[config.mk]
export PLATFORM = sky130hd
export DESIGN_NAME = jump_charge_ctrl
export DESIGN_NICKNAME = d
export VERILOG_FILES = /design/src/rtl/jump_charge_ctrl.sv
export SDC_FILE = /design/constraint.sdc
export NUM_CORES = 1
export LEC_CHECK = 0
export CORE_ASPECT_RATIO = 0.6
export CORE_MARGIN = 2
export CORE_UTILIZATION = 58
export DETAILED_ROUTE_END_ITERATION = 8
export PLACE_DENSITY = 0.94
export SYNTH_ARGS = -nofsm -noshare
export SYNTH_HDL_FRONTEND = slang
export SYNTH_SLANG_ARGS = --single-unit
[constraint.sdc]
create_clock -name clk -period 5 [get_ports clk]
set_input_delay 1 -clock clk [delete_from_list [all_inputs] [get_ports clk]]
set_output_delay 1 -clock clk [all_outputs]
set_load 0.1 [all_outputs]
[src/rtl/jump_charge_ctrl.sv]
// Push-button front end for the game fsm: synchronise, debounce, convert hold
// time into a saturating jump distance, lock out during animation, and turn a press after death into a restart pulse.
module jump_charge_ctrl #(
    parameter int DEBOUNCE_CYCLES = 4,
    parameter int TICK_DIV        = 2,
    parameter int MIN_DIST        = 4,
    parameter int MAX_DIST        = 60,
    parameter int COOLDOWN_CYCLES = 40,
    parameter int RESTART_CYCLES  = 2
) (
    input  logic       clk,
    input  logic       rst_n,
    input  logic       btn,
    input  logic       dead,
    output logic [7:0] jump_dist,
    output logic       restart,
    output logic       charging,
    output logic       locked,
    output logic [7:0] last_dist
);

    localparam int DW = (DEBOUNCE_CYCLES > 1) ? $clog2(DEBOUNCE_CYCLES) : 1;
    localparam int TW = (TICK_DIV > 1) ? $clog2(TICK_DIV) : 1;
    localparam int CW = (COOLDOWN_CYCLES > 1) ? $clog2(COOLDOWN_CYCLES) : 1;
    localparam int RW = (RESTART_CYCLES > 1) ? $clog2(RESTART_CYCLES) : 1;

    typedef enum logic [2:0] {
        IDLE      = 3'd0,
        CHARGE    = 3'd1,
        COOLDOWN  = 3'd2,
        ARM       = 3'd3,
        DEAD_WAIT = 3'd4,
        RESTART   = 3'd5
    } state_t;

    state_t          state, state_nxt;
    logic            s_meta, s;
    logic            btn_db, btn_db_q;
    logic [DW-1:0]   dcnt;
    logic [TW-1:0]   tcnt, tcnt_nxt;
    logic [CW-1:0]   ccnt, ccnt_nxt;
    logic [RW-1:0]   rcnt, rcnt_nxt;
    logic [7:0]      jump_nxt, last_nxt;
    logic            rise, fall;

    // Input conditioning: two-flop synchroniser, then a level must hold for
    // DEBOUNCE_CYCLES consecutive samples before btn_db follows it.
    always_ff @(posedge clk or negedge rst_n) begin
        if (!rst_n) begin
            s_meta   <= 1'b0;
            s        <= 1'b0;
            btn_db   <= 1'b0;
            btn_db_q <= 1'b0;
            dcnt     <= '0;
        end else begin
            s_meta   <= btn;
            s        <= s_meta;
            btn_db_q <= btn_db;
            if (s == btn_db) begin
                dcnt <= '0;
            end else if (dcnt == DW'(DEBOUNCE_CYCLES - 1)) begin
                btn_db <= s;
                dcnt   <= '0;
            end else begin
                dcnt <= dcnt + 1'b1;
            end
        end
    end

    assign rise = btn_db & ~btn_db_q;
    assign fall = ~btn_db & btn_db_q;

    always_ff @(posedge clk or negedge rst_n) begin
        if (!rst_n) begin
            state     <= IDLE;
            jump_dist <= '0;
            last_dist <= '0;
            tcnt      <= '0;
            ccnt      <= '0;
            rcnt      <= '0;
        end else begin
            state     <= state_nxt;
            jump_dist <= jump_nxt;
            last_dist <= last_nxt;
            tcnt      <= tcnt_nxt;
            ccnt      <= ccnt_nxt;
            rcnt      <= rcnt_nxt;
        end
    end

    // Death takes precedence over every button event in the playable states.
    always_comb begin
        state_nxt = state;
        case (state)
            IDLE: begin
                if (dead)      state_nxt = DEAD_WAIT;
                else if (rise) state_nxt = CHARGE;
            end
            CHARGE: begin
                if (dead)      state_nxt = DEAD_WAIT;
                else if (fall) state_nxt = COOLDOWN;
            end
            COOLDOWN: begin
                if (dead)            state_nxt = DEAD_WAIT;
                else if (ccnt == '0) state_nxt = btn_db ? ARM : IDLE;
            end
            ARM: begin
                if (!btn_db) state_nxt = IDLE;
            end
            DEAD_WAIT: begin
                if (rise) state_nxt = RESTART;
            end
            RESTART: begin
                if (rcnt == '0) state_nxt = ARM;
            end
            default: state_nxt = IDLE;
        endcase
    end

    always_comb begin
        jump_nxt = '0;
        last_nxt = last_dist;
        tcnt_nxt = tcnt;
        ccnt_nxt = ccnt;
        rcnt_nxt = rcnt;
        case (state)
            IDLE: begin
                if (!dead && rise) begin
                    jump_nxt = 8'(MIN_DIST);
                    tcnt_nxt = '0;
                end
            end
            CHARGE: begin
                if (!dead && fall) begin
                    last_nxt = jump_dist;
                    ccnt_nxt = CW'(COOLDOWN_CYCLES - 1);
                end else if (!dead) begin
                    jump_nxt = jump_dist;
                    if (tcnt == TW'(TICK_DIV - 1)) begin
                        tcnt_nxt = '0;
                        if (jump_dist != 8'(MAX_DIST)) jump_nxt = jump_dist + 8'd1;
                    end else begin
                        tcnt_nxt = tcnt + 1'b1;
                    end
                end
            end
            COOLDOWN: begin
                if (ccnt != '0) ccnt_nxt = ccnt - 1'b1;
            end
            DEAD_WAIT: begin
                if (rise) rcnt_nxt = RW'(RESTART_CYCLES - 1);
            end
            RESTART: begin
                if (rcnt != '0) rcnt_nxt = rcnt - 1'b1;
            end
            default: ;
        endcase
    end

    // Status flags decode the registered state, so they line up with jump_dist.
    always_comb begin
        charging = (state == CHARGE);
        restart  = (state == RESTART);
        locked   = (state == COOLDOWN) || (state == DEAD_WAIT) ||
                   (state == RESTART)  || (state == ARM);
    end

endmodule

# Yosys cells after proc, flatten, opt, wreduce, memory -nomap -nowiden
# Cells that the tools add are included.
# classes
add_sub_neg	5
eq_ne	21
muxes	30
n_bitwise	5
reduce_logical	19
# op_table
operator	n
8-bit 2-to-1 mux	4
3-bit 2-to-1 mux	10
3-bit case mux with 6 select lines	1
8-bit case mux with 2 select lines	1
2-bit != test (second input constant)	7
6-bit 2-to-1 mux	2
6-bit case mux with 2 select lines	1
8-bit by 1-bit adder with 8-bit output (second input constant)	1
4-bit by 2-bit != test with 1-bit output (second input constant)	2
8-bit by 6-bit != test with 1-bit output (second input constant)	1
2-bit AND reduction	4
3-bit by 2-bit equality test with 1-bit output (second input constant)	2
3-bit equality test (second input constant)	2
6-bit zero test	1
1-bit 2-to-1 mux	6
2-bit 2-to-1 mux	3
3-bit != test (second input constant)	2
6-bit AND reduction	1
2-bit nonzero test	3
6-bit nonzero test	1
6-bit by 1-bit subtractor with 6-bit output (second input constant)	1
1-bit case mux with 2 select lines	2
4-bit AND reduction	1
3-bit by 1-bit equality test with 1-bit output (second input constant)	1
14 further kinds	20
# word_totals
ff_bits	33
inputBits	4
out_inout_bits	19

# Depth between registers and ports, before layout
# Gate-level depths: netlist (run 1).
# logic_depth
depth_word	6
mapped_depth	7
mapped_depth_nobuf	6

# Worst setup path after synthesis (run 1)
# Ideal clock, no wire load.
# synth_path
path_kind	register to output
from	register state[2]
to	output port restart
arrival_time_ps	2848
t_required_ps	4000
path_slack_ps	1152
path_stages_with_launch	4
path_cell_list	dfrtp_1 > clkbuf_1 > inv_1 > nor3_1
# synth_via
elab_chain_cells	1
# synth_lines
item	line_no	rtl
start, declared	36	state_t state, state_nxt;
start signal, assigned	82	state <= state_nxt;
3-bit equality test	163	restart = (state == RESTART);
end, declared	16	output logic restart,
# No other way between the ends.

# Final worst setup path (run 1)
# layout_path
from	register state[1]
to	output port locked
# layout_via
elab_chain_cells	4
# layout_lines
item	line_no	rtl
3-bit by 2-bit equality test with 1-bit output or 3-bit equality test (tied branches)	164	locked = (state == COOLDOWN) || (state == DEAD_WAIT) ||
1-bit logical OR (2 in series)	164	
1-bit logical OR *	165	(state == RESTART) || (state == ARM);
end, declared	18	output logic locked,
# Every way passes the cells marked *; elsewhere a longest branch is shown, timed or not.

==> out/results.ini, run 1 <==
[final_layout]
finalCoreUtilization = 0.722
seq_area_um2 = 826
layout_commonest_cell = dfrtp_1
multiInputGateArea_um2 = 830
final_nets = 212
fillers = 206
mostFrequentLayoutCells = dfrtp_1, nand2_1, clkdlybuf4s50_1
postLayoutCellArea_um2 = 2060
area_growth_pct = 18.8
drive_above_1_share = 0.0640
antenna_cells = 0

[placement]
gp_routability_congestion = 0.932
placedInstanceArea_um2 = 1980
port_buffers = 22
dp_hpwl_um = 2660

[yosys]
synth_cells = 180
syn_avg_cell_area_um2 = 9.63
yosysUniqueCellTypes = 46
ys_seq_area_frac = 0.476
synth_nets = 190
ys.warnings.count = 0
netlist_area_um2 = 1730
ys_async_sr_fraction = 1.00
synth_ff_type = dfrtp_1
synth-seq-cells = 33
synth_edf_count = 0

[clock_tree]
path_clk_slew_ps = 70
clk-insertion-delay-late_ps = 280
cts_buffers = 5
clock_sink_count = 33
cts_post_setup_buffers_inserted = 0
cts_tree = done
cts_buffer_depth = 2
h-tree-depth = 2
cts_resized = 0
cts-root-buf = clkbuf_8
cts_hold_buffers = 0

[power]
vdd_drop_max_mv = 0.293
cellLeakagePower_nw = 0.893
powerDensity_nw_per_um2 = 528

[global_route]
grt_pass1_wl_um = 6090
met1_usage = 0.350
grt_busiest_layer = met1
track_usage = 0.249
grt.overflow.total = 0
use_met2 = 0.347
met3_usage = 0.0678
grt_pass1_vias = 1320
grt_max_degree = 34
antenna_found_initial = 0

[timing]
hold_ws_ps = 361
hold_viol_final = 0
fin_tns_setup_ps = 0
fmax_mhz = 282
fin_worst_skew_ps = 4.18
slew_violations = 0
worst_slew_pin_slew_ps = 980
slew_headroom = 0.345
rsz0062_at_grt = false
finalSetupViolations = 0
timing.final.crit_share = 0.709
fin_crit_ps = 3550

[critical_path]
cp-end-kind = primary output
crit_fanout = 16
slowest_delay_ps = 1120
critical_path_required_ps = 4000
critPathKind = register to primary output
arrival_ps = 2550
critPathSlowestCell = clkdlybuf4s50_1
path_cells = inv_1, ha_1, clkdlybuf4s50_1
cp-start-kind = register

[drt]
vias_per_cell = 6.00
totalWireLength_um = 3880
drc = 0
drt_iter0_drc = 132
firstDrtPassIters = 7
num_vias = 1470
wl_per_cell_um = 15.9
ant_nets = 0

[flow_run]
cap_violations = 0

[die]
rows = 15
die_h_um = 46.4
ioPinCount = 23
dieArea_um2 = 3460
core-area_um2 = 2850
dieWidth_um = 74.6
start_util = 0.608

[worst_hold_path]
worstHoldPathType = register to register

[outcome]
status = complete, no violations

## area by class of cell
class | instances | share of cell area
clock inverter | 2 | 0.00486
timing repair buffer | 23 | 0.111
sequential | 33 | 0.401
clock buffer | 6 | 0.0352
tap | 42 | 0.0255
multi-input combinational | 128 | 0.403
inverter | 11 | 0.0200
## metrics by stage
step	setup slack (ps)	total power, mW	cells
3_5_place_dp	1800	0.892	237
6_report	1450	1.09	245
4_1_cts	1480	1.08	245
5_1_grt	1340	1.16	245
3_3_place_gp	1830	0.876	237
2_1_floorplan	1150	0.791	180
## report_power, final
| group | internal [mW] | total (mW) | switching, mW |
|---|---|---|---|
| clock | 0.0963 | 0.191 | 0.0947 |
| sequential | 0.323 | 0.399 | 0.0764 |
| combinational | 0.158 | 0.498 | 0.340 |
| total | 0.577 | 1.09 | 0.511 |
## critical path, delay by kind of cell (launching register included)
| family | cells | cell delay, ps |
|---|---|---|
| adder cells (fa/ha/maj) | 1 | 320 |
| buffers and inverters | 2 | 1310 |
| flip-flops | 1 | 630 |
## layer usage
metal,vias to the layer above,share of wire
li1,699,-
met1,696,0.47
met2,66,0.44
met3,9,0.076
met4,0,0.015
met5,-,0
## kinds of logic after synthesis
family,synth area share
buf+inv,0.0455
compound gates,0.163
mux,0.0238
xor+xnor,0.0152
fa+ha+maj,0.0433
simple gates,0.233
flops,0.476
## state kept, by name, indices dropped and copies added, names as in the netlist
register / flops
s_meta: 1
rcnt: 1
btn_db: 1
last_dist: 8
tcnt: 1
jump_dist: 8
dcnt: 2
state: 3
ccnt: 6
btn_db_q: 1
s: 1
## worst paths after layout
| check | from | to | slack, ps | cells past startpoint |
|---|---|---|---|---|
| min in group asynchronous | rst_n | ccnt[2] | 1100 | 2 |
| hold / removal | s_meta | s | 360 | 0 |
| max in group asynchronous | rst_n | rcnt | 3590 | 2 |
| setup reg to reg | jump_dist[0] | jump_dist[2] | 2840 | 6 |
| hold reg to reg | s_meta | s | 360 | 0 |
| setup / recovery | state[1] | locked | 1450 | 3 |
## synthesized netlist by cell type (2+ instances only)
master    count  area (µm²)
a21oi_1       7        35.0
a31oi_1       9        56.3
a32o_1        2        20.0
a32oi_1       2        17.5
a41oi_1       2        17.5
and2_1        2        12.5
and3_1        3        18.8
and4_1        2        17.5
clkbuf_1      7        26.3
dfrtp_1      33         826
ha_1          6        75.1
inv_1        11        41.3
mux2i_1       3        30.0
nand2_1      23        86.3
nand2b_1      3        18.8
nand3_1       3        15.0
nand3b_1      4        30.0
nand4_1       2        12.5
nor2_1        9        33.8
nor2b_1       3        18.8
nor3_1        5        25.0
nor3b_1       2        15.0
o211ai_1      2        15.0
o21ai_0       8        40.0
o21ai_1       3        15.0
o22ai_1       2        12.5
or4_1         2        15.0
xnor2_1       2        17.5
Note: power is estimated with default switching activity, not from simulation.
==> run 2: changes to the inputs <==
--- a/config.mk
+++ b/config.mk
@@ -7,9 +7,9 @@
 export LEC_CHECK = 0
 export CORE_ASPECT_RATIO = 0.6
 export CORE_MARGIN = 2
-export CORE_UTILIZATION = 58
+export CORE_UTILIZATION = 49
 export DETAILED_ROUTE_END_ITERATION = 8
-export PLACE_DENSITY = 0.94
+export PLACE_DENSITY = 0.86
 export SYNTH_ARGS = -nofsm -noshare
 export SYNTH_HDL_FRONTEND = slang
 export SYNTH_SLANG_ARGS = --single-unit
==> constraint.sdc (replaced) <==
create_clock -name clk -period 3.1 [get_ports clk]
set_input_delay 0.62 -clock clk [delete_from_list [all_inputs] [get_ports clk]]
set_output_delay 0.62 -clock clk [all_outputs]
set_load 0.1 [all_outputs]
==> out/results.ini, run 2 (same netlist as run 1, synthesis figures left out) <==
[die]
core-area_um2 = 3320  ; +16%
ioPinCount = 23  ; unchanged
die_h_um = 50.1  ; +8.0%
start_util = 0.522  ; -0.0861
dieWidth_um = 80.8  ; +8.3%
dieArea_um2 = 4050  ; +17%
rows = 16  ; +1

[timing]
rsz0062_at_grt = false
fin_crit_ps = 2390
fin_worst_skew_ps = 6.40  ; +2.22 ps
worst_slew_pin_slew_ps = 530  ; -450 ps
fmax_mhz = 418
slew_violations = 0  ; unchanged
fin_tns_setup_ps = 0  ; unchanged
slew_headroom = 0.646  ; +0.301
timing.final.crit_share = 0.772
setup_slack_ps = 706  ; -748 ps
hold_viol_final = 0  ; unchanged
finalSetupViolations = 0  ; unchanged

[global_route]
antenna_found_initial = 0  ; unchanged
grt_pass1_vias = 1246  ; -5.6%
grt_pass1_wl_um = 6290  ; +3.3%
track_usage = 0.209  ; -0.0399
grt.overflow.total = 0  ; unchanged
grt_max_degree = 34  ; unchanged

[drt]
num_vias = 1448  ; -1.5%
drt_iter0_drc = 141  ; +6.8%
firstDrtPassIters = 5  ; -2
vias_per_cell = 5.84  ; -2.7%
wl_per_cell_um = 15.4  ; -3.1%
totalWireLength_um = 3810  ; -1.9%
drc = 0  ; unchanged
ant_nets = 0  ; unchanged

[critical_path]
path_cells = inv_1, ha_1, buf_4
regToRegSetupSlack_ps = 990  ; -1850 ps
cp-endpoint = locked
critPathKind = register to primary output
worst-r2r-cell-count = 6  ; unchanged
startpoint = state[1]
slowest_delay_ps = 660  ; -460 ps
critical_path_required_ps = 2480  ; -1520 ps
cp-end-kind = primary output
cp-start-kind = register
critPathSlowestCell = dfrtp_1
arrival_ps = 1770  ; -780 ps
crit_fanout = 16  ; unchanged
r2r_start = jump_dist[1]
r2r-end = jump_dist[2]

[placement]
dp_hpwl_um = 2680  ; +0.56%
dp_slack_ps = 600  ; -1200 ps
port_buffers = 22  ; unchanged
gp_routability_congestion = 0.918  ; -1.5%

[final_layout]
largest_registers = jump_dist x8, last_dist x8, ccnt x6
antenna_cells = 0  ; unchanged
layout_commonest_cell = dfrtp_1
mostFrequentLayoutCells = dfrtp_1, nand2_1, buf_4
drive_above_1_share = 0.167  ; +0.103
final_nets = 212  ; unchanged
area_growth_pct = 18.8  ; unchanged

[outcome]
status = complete, no violations

[clock_tree]
h-tree-depth = 2  ; unchanged
cts-root-buf = clkbuf_8
cts_resized = 0  ; unchanged
path_clk_slew_ps = 70  ; about the same
clock_sink_count = 33  ; unchanged
clk-insertion-delay-late_ps = 280  ; about the same
cts_buffers = 5  ; unchanged
cts_tree = done
cts_buffer_depth = 2  ; unchanged
cts_hold_buffers = 0  ; unchanged
cts_post_setup_buffers_inserted = 0  ; unchanged

[power]
vdd_drop_max_mv = 0.746  ; +150%
powerDensity_nw_per_um2 = 906  ; +71%
cellLeakagePower_nw = 0.946  ; +6.0%

[worst_hold_path]
holdPathStages = 0  ; unchanged
worstHoldPathType = register to register

[flow_run]
cap_violations = 0  ; unchanged

## run 2: stage by stage
stage	utilization	area (µm²)	hold slack, ps	power, mW	std cells
global route	0.620	2060	361	1.98	248
finish	0.620	2060	351	1.87	248
global placement	0.585	1940	334	1.42	240
floorplan	-	1740	324	1.28	180
CTS	0.620	2060	355	1.87	248
detailed placement	0.585	1940	339	1.44	240
## run 2: area by class of cell
| type | count | area, µm² |
|---|---|---|
| Tap cell | 45 | 56.3 |
| Sequential cell | 33 | 826 |
| Multi-Input combinational cell | 128 | 840 |
| Clock buffer | 7 | 86.3 |
| Timing Repair Buffer | 23 | 180 |
| Clock inverter | 1 | 30.0 |
| Fill cell | 293 | 1260 |
| Inverter | 11 | 41.3 |
## run 2: power by group
group / switching [mW] / internal (mW) / total (mW)
logic: 0.551 / 0.247 / 0.798
registers: 0.133 / 0.520 / 0.653
clock network: 0.153 / 0.262 / 0.415
total: 0.836 / 1.03 / 1.87
## run 2: critical path, delay by kind of cell, from the launching register on
kind                       cells  cell delay (ps)
DFF                            1              660
adders and majority gates      1              330
buffers and inverters          2              500
## run 2: worst min path at each step
stage	from	end	slack, ps
after floorplan	rst_n	btn_db	320
after global placement	s_meta	s	330
after detailed placement	s_meta	s	340
after CTS	s_meta	s	350
after global routing	s_meta	s	360
final	s_meta	s	350
## run 2: per-layer routing
layer,track usage,vias up,share of wire
met1,0.336,680,0.50
met3,0.0549,5,0.079
li1,-,694,-
met5,0,-,0
met4,0.0678,0,0.0081
met2,0.264,69,0.41
==> run 3: changes to the inputs <==
--- a/config.mk
+++ b/config.mk
@@ -7,9 +7,9 @@
 export LEC_CHECK = 0
 export CORE_ASPECT_RATIO = 0.6
 export CORE_MARGIN = 2
-export CORE_UTILIZATION = 49
+export CORE_UTILIZATION = 54
 export DETAILED_ROUTE_END_ITERATION = 8
-export PLACE_DENSITY = 0.86
+export PLACE_DENSITY = 0.89
 export SYNTH_ARGS = -nofsm -noshare
 export SYNTH_HDL_FRONTEND = slang
 export SYNTH_SLANG_ARGS = --single-unit
==> constraint.sdc (replaced) <==
create_clock -name clk -period 2.5 [get_ports clk]
set_input_delay 0.5 -clock clk [delete_from_list [all_inputs] [get_ports clk]]
set_output_delay 0.5 -clock clk [all_outputs]
set_load 0.1 [all_outputs]
==> out/results.ini, run 3 (same netlist as run 1, synthesis figures left out) <==
[global_route]
grt_pass1_vias = 1403  ; +13%
grt_max_degree = 34  ; unchanged
grt.overflow.total = 0  ; unchanged
antenna_found_initial = 0  ; unchanged
grt_pass1_wl_um = 6640  ; +5.6%
track_usage = 0.237  ; +0.0281

[final_layout]
layout_commonest_cell = dfrtp_1
fillers = 235  ; -20%
mostFrequentLayoutCells = dfrtp_1, nand2_1, buf_4
fin_cells = 250  ; +0.81%
final_nets = 217  ; +2.4%
largest_registers = jump_dist x8, last_dist x8, ccnt x6
area_growth_pct = 22.9
drive_above_1_share = 0.188  ; +0.0200
antenna_cells = 0  ; unchanged

[drt]
drc = 0  ; unchanged
firstDrtPassIters = 5  ; unchanged
ant_nets = 0  ; unchanged
num_vias = 1507  ; +4.1%
wl_per_cell_um = 15.4  ; +0.16%
drt_iter0_drc = 245  ; +74%
vias_per_cell = 6.03  ; +3.2%
totalWireLength_um = 3850  ; +0.97%

[placement]
gp_routability_congestion = 0.948  ; +3.3%
port_buffers = 22  ; unchanged
place_inst = 242  ; +0.83%
dp_hpwl_um = 2830  ; +5.7%

[power]
powerDensity_nw_per_um2 = 1140  ; +26%
vdd_drop_max_mv = 0.749  ; +0.40%
cellLeakagePower_nw = 0.983  ; +3.9%

[critical_path]
cp-start-kind = register
r2r_start = state[2]
worst-r2r-cell-count = 5  ; -1
critPathKind = register to primary output
arrival_ps = 1650  ; -120 ps
crit_fanout = 13  ; -3
regToRegSetupSlack_ps = 440  ; -550 ps
cp-endpoint = locked
r2r-end = jump_dist[4]
startpoint = state[2]
critical_path_required_ps = 2000  ; -480 ps
cp-end-kind = primary output

[clock_tree]
cts_tree = done
cts_post_setup_buffers_inserted = 0  ; unchanged
cts_buffers = 5  ; unchanged
cts-root-buf = clkbuf_8
cts_hold_buffers = 0  ; unchanged
cts_buffer_depth = 2  ; unchanged
clock_sink_count = 33  ; unchanged
clk-insertion-delay-late_ps = 280  ; about the same
path_clk_slew_ps = 60  ; about the same
cts_resized = 0  ; unchanged
h-tree-depth = 2  ; unchanged

[die]
ioPinCount = 23  ; unchanged
rows = 15  ; -1
start_util = 0.585  ; +0.0630
die_h_um = 47.9  ; -4.4%
dieArea_um2 = 3700  ; -8.7%
core-area_um2 = 2970  ; -11%
dieWidth_um = 77.2  ; -4.5%

[timing]
fin_worst_skew_ps = 7.54  ; +1.14 ps
slew_violations = 0  ; unchanged
fmax_mhz = 466
slew_headroom = 0.695  ; +0.0496
finalSetupViolations = 0  ; unchanged
hold_ws_ps = 352  ; +0.863 ps
fin_crit_ps = 2150
rsz0062_at_grt = false
worst_slew_pin_slew_ps = 457  ; -72.5 ps
hold_viol_final = 0  ; unchanged
timing.final.crit_share = 0.859

[flow_run]
cap_violations = 0  ; unchanged

[outcome]
status = complete, no violations

[worst_hold_path]
worstHoldPathType = register to register

==> run 3: cell count changes in the layout (fill, tap and decap cells not counted), sizes merged <==
| cell | previous run | this run |
|---|---|---|
| buf | 20 | 25 |
==> run 3: area by class of cell <==
type	instances	area [µm²]	share of cell area
clock buffer	7	86.3	0.0405
clock inverter	1	30.0	0.0141
inverter	11	41.3	0.0194
multi-input combinational	128	840	0.394
sequential	33	826	0.388
tap	42	52.6	0.0247
timing repair buffer	28	255	0.120
==> run 3: layer usage <==
| metal | track usage | part of all wire | up-vias |
|---|---|---|---|
| met5 | 0 | 0 | - |
| li1 | - | - | 707 |
| met4 | 0.0464 | 0.0055 | 0 |
| met3 | 0.0623 | 0.071 | 3 |
| met2 | 0.391 | 0.46 | 66 |
| met1 | 0.329 | 0.46 | 731 |
==> run 3: through the flow <==
stage                     utilization  setup slack [ps]  total power [mW]  area, µm²  setup TNS [ps]
after global routing            0.719               295              2.57       2130               0
final                           0.719               352              2.43       2130               0
after CTS                       0.719               365              2.43       2130               0
after detailed placement        0.679               123              1.91       2010               0
after global placement          0.679               189              1.87       2010               0
after floorplan                     -             -27.0              1.59       1740           -27.0
==> run 3: worst min-delay path by stage <==
stage | start | to | cells after the start
floorplan | rst_n | btn_db | 0
global placement | s_meta | s | 0
detailed placement | s_meta | s | 0
CTS | s_meta | s | 0
global route | s_meta | s | 0
finish | s_meta | s | 0
==> run 3: critical path, stage by stage (launching register included) <==
cell and delay, ps:
dfrtp_1 600, inv_1 210, ha_1 370, buf_12 180
==> run 3: report_power, final <==
group	total, mW	leakage, nW	switching [mW]	internal, mW
clock network	0.511	0.0585	0.186	0.325
logic	1.13	0.504	0.724	0.402
registers	0.794	0.420	0.148	0.646
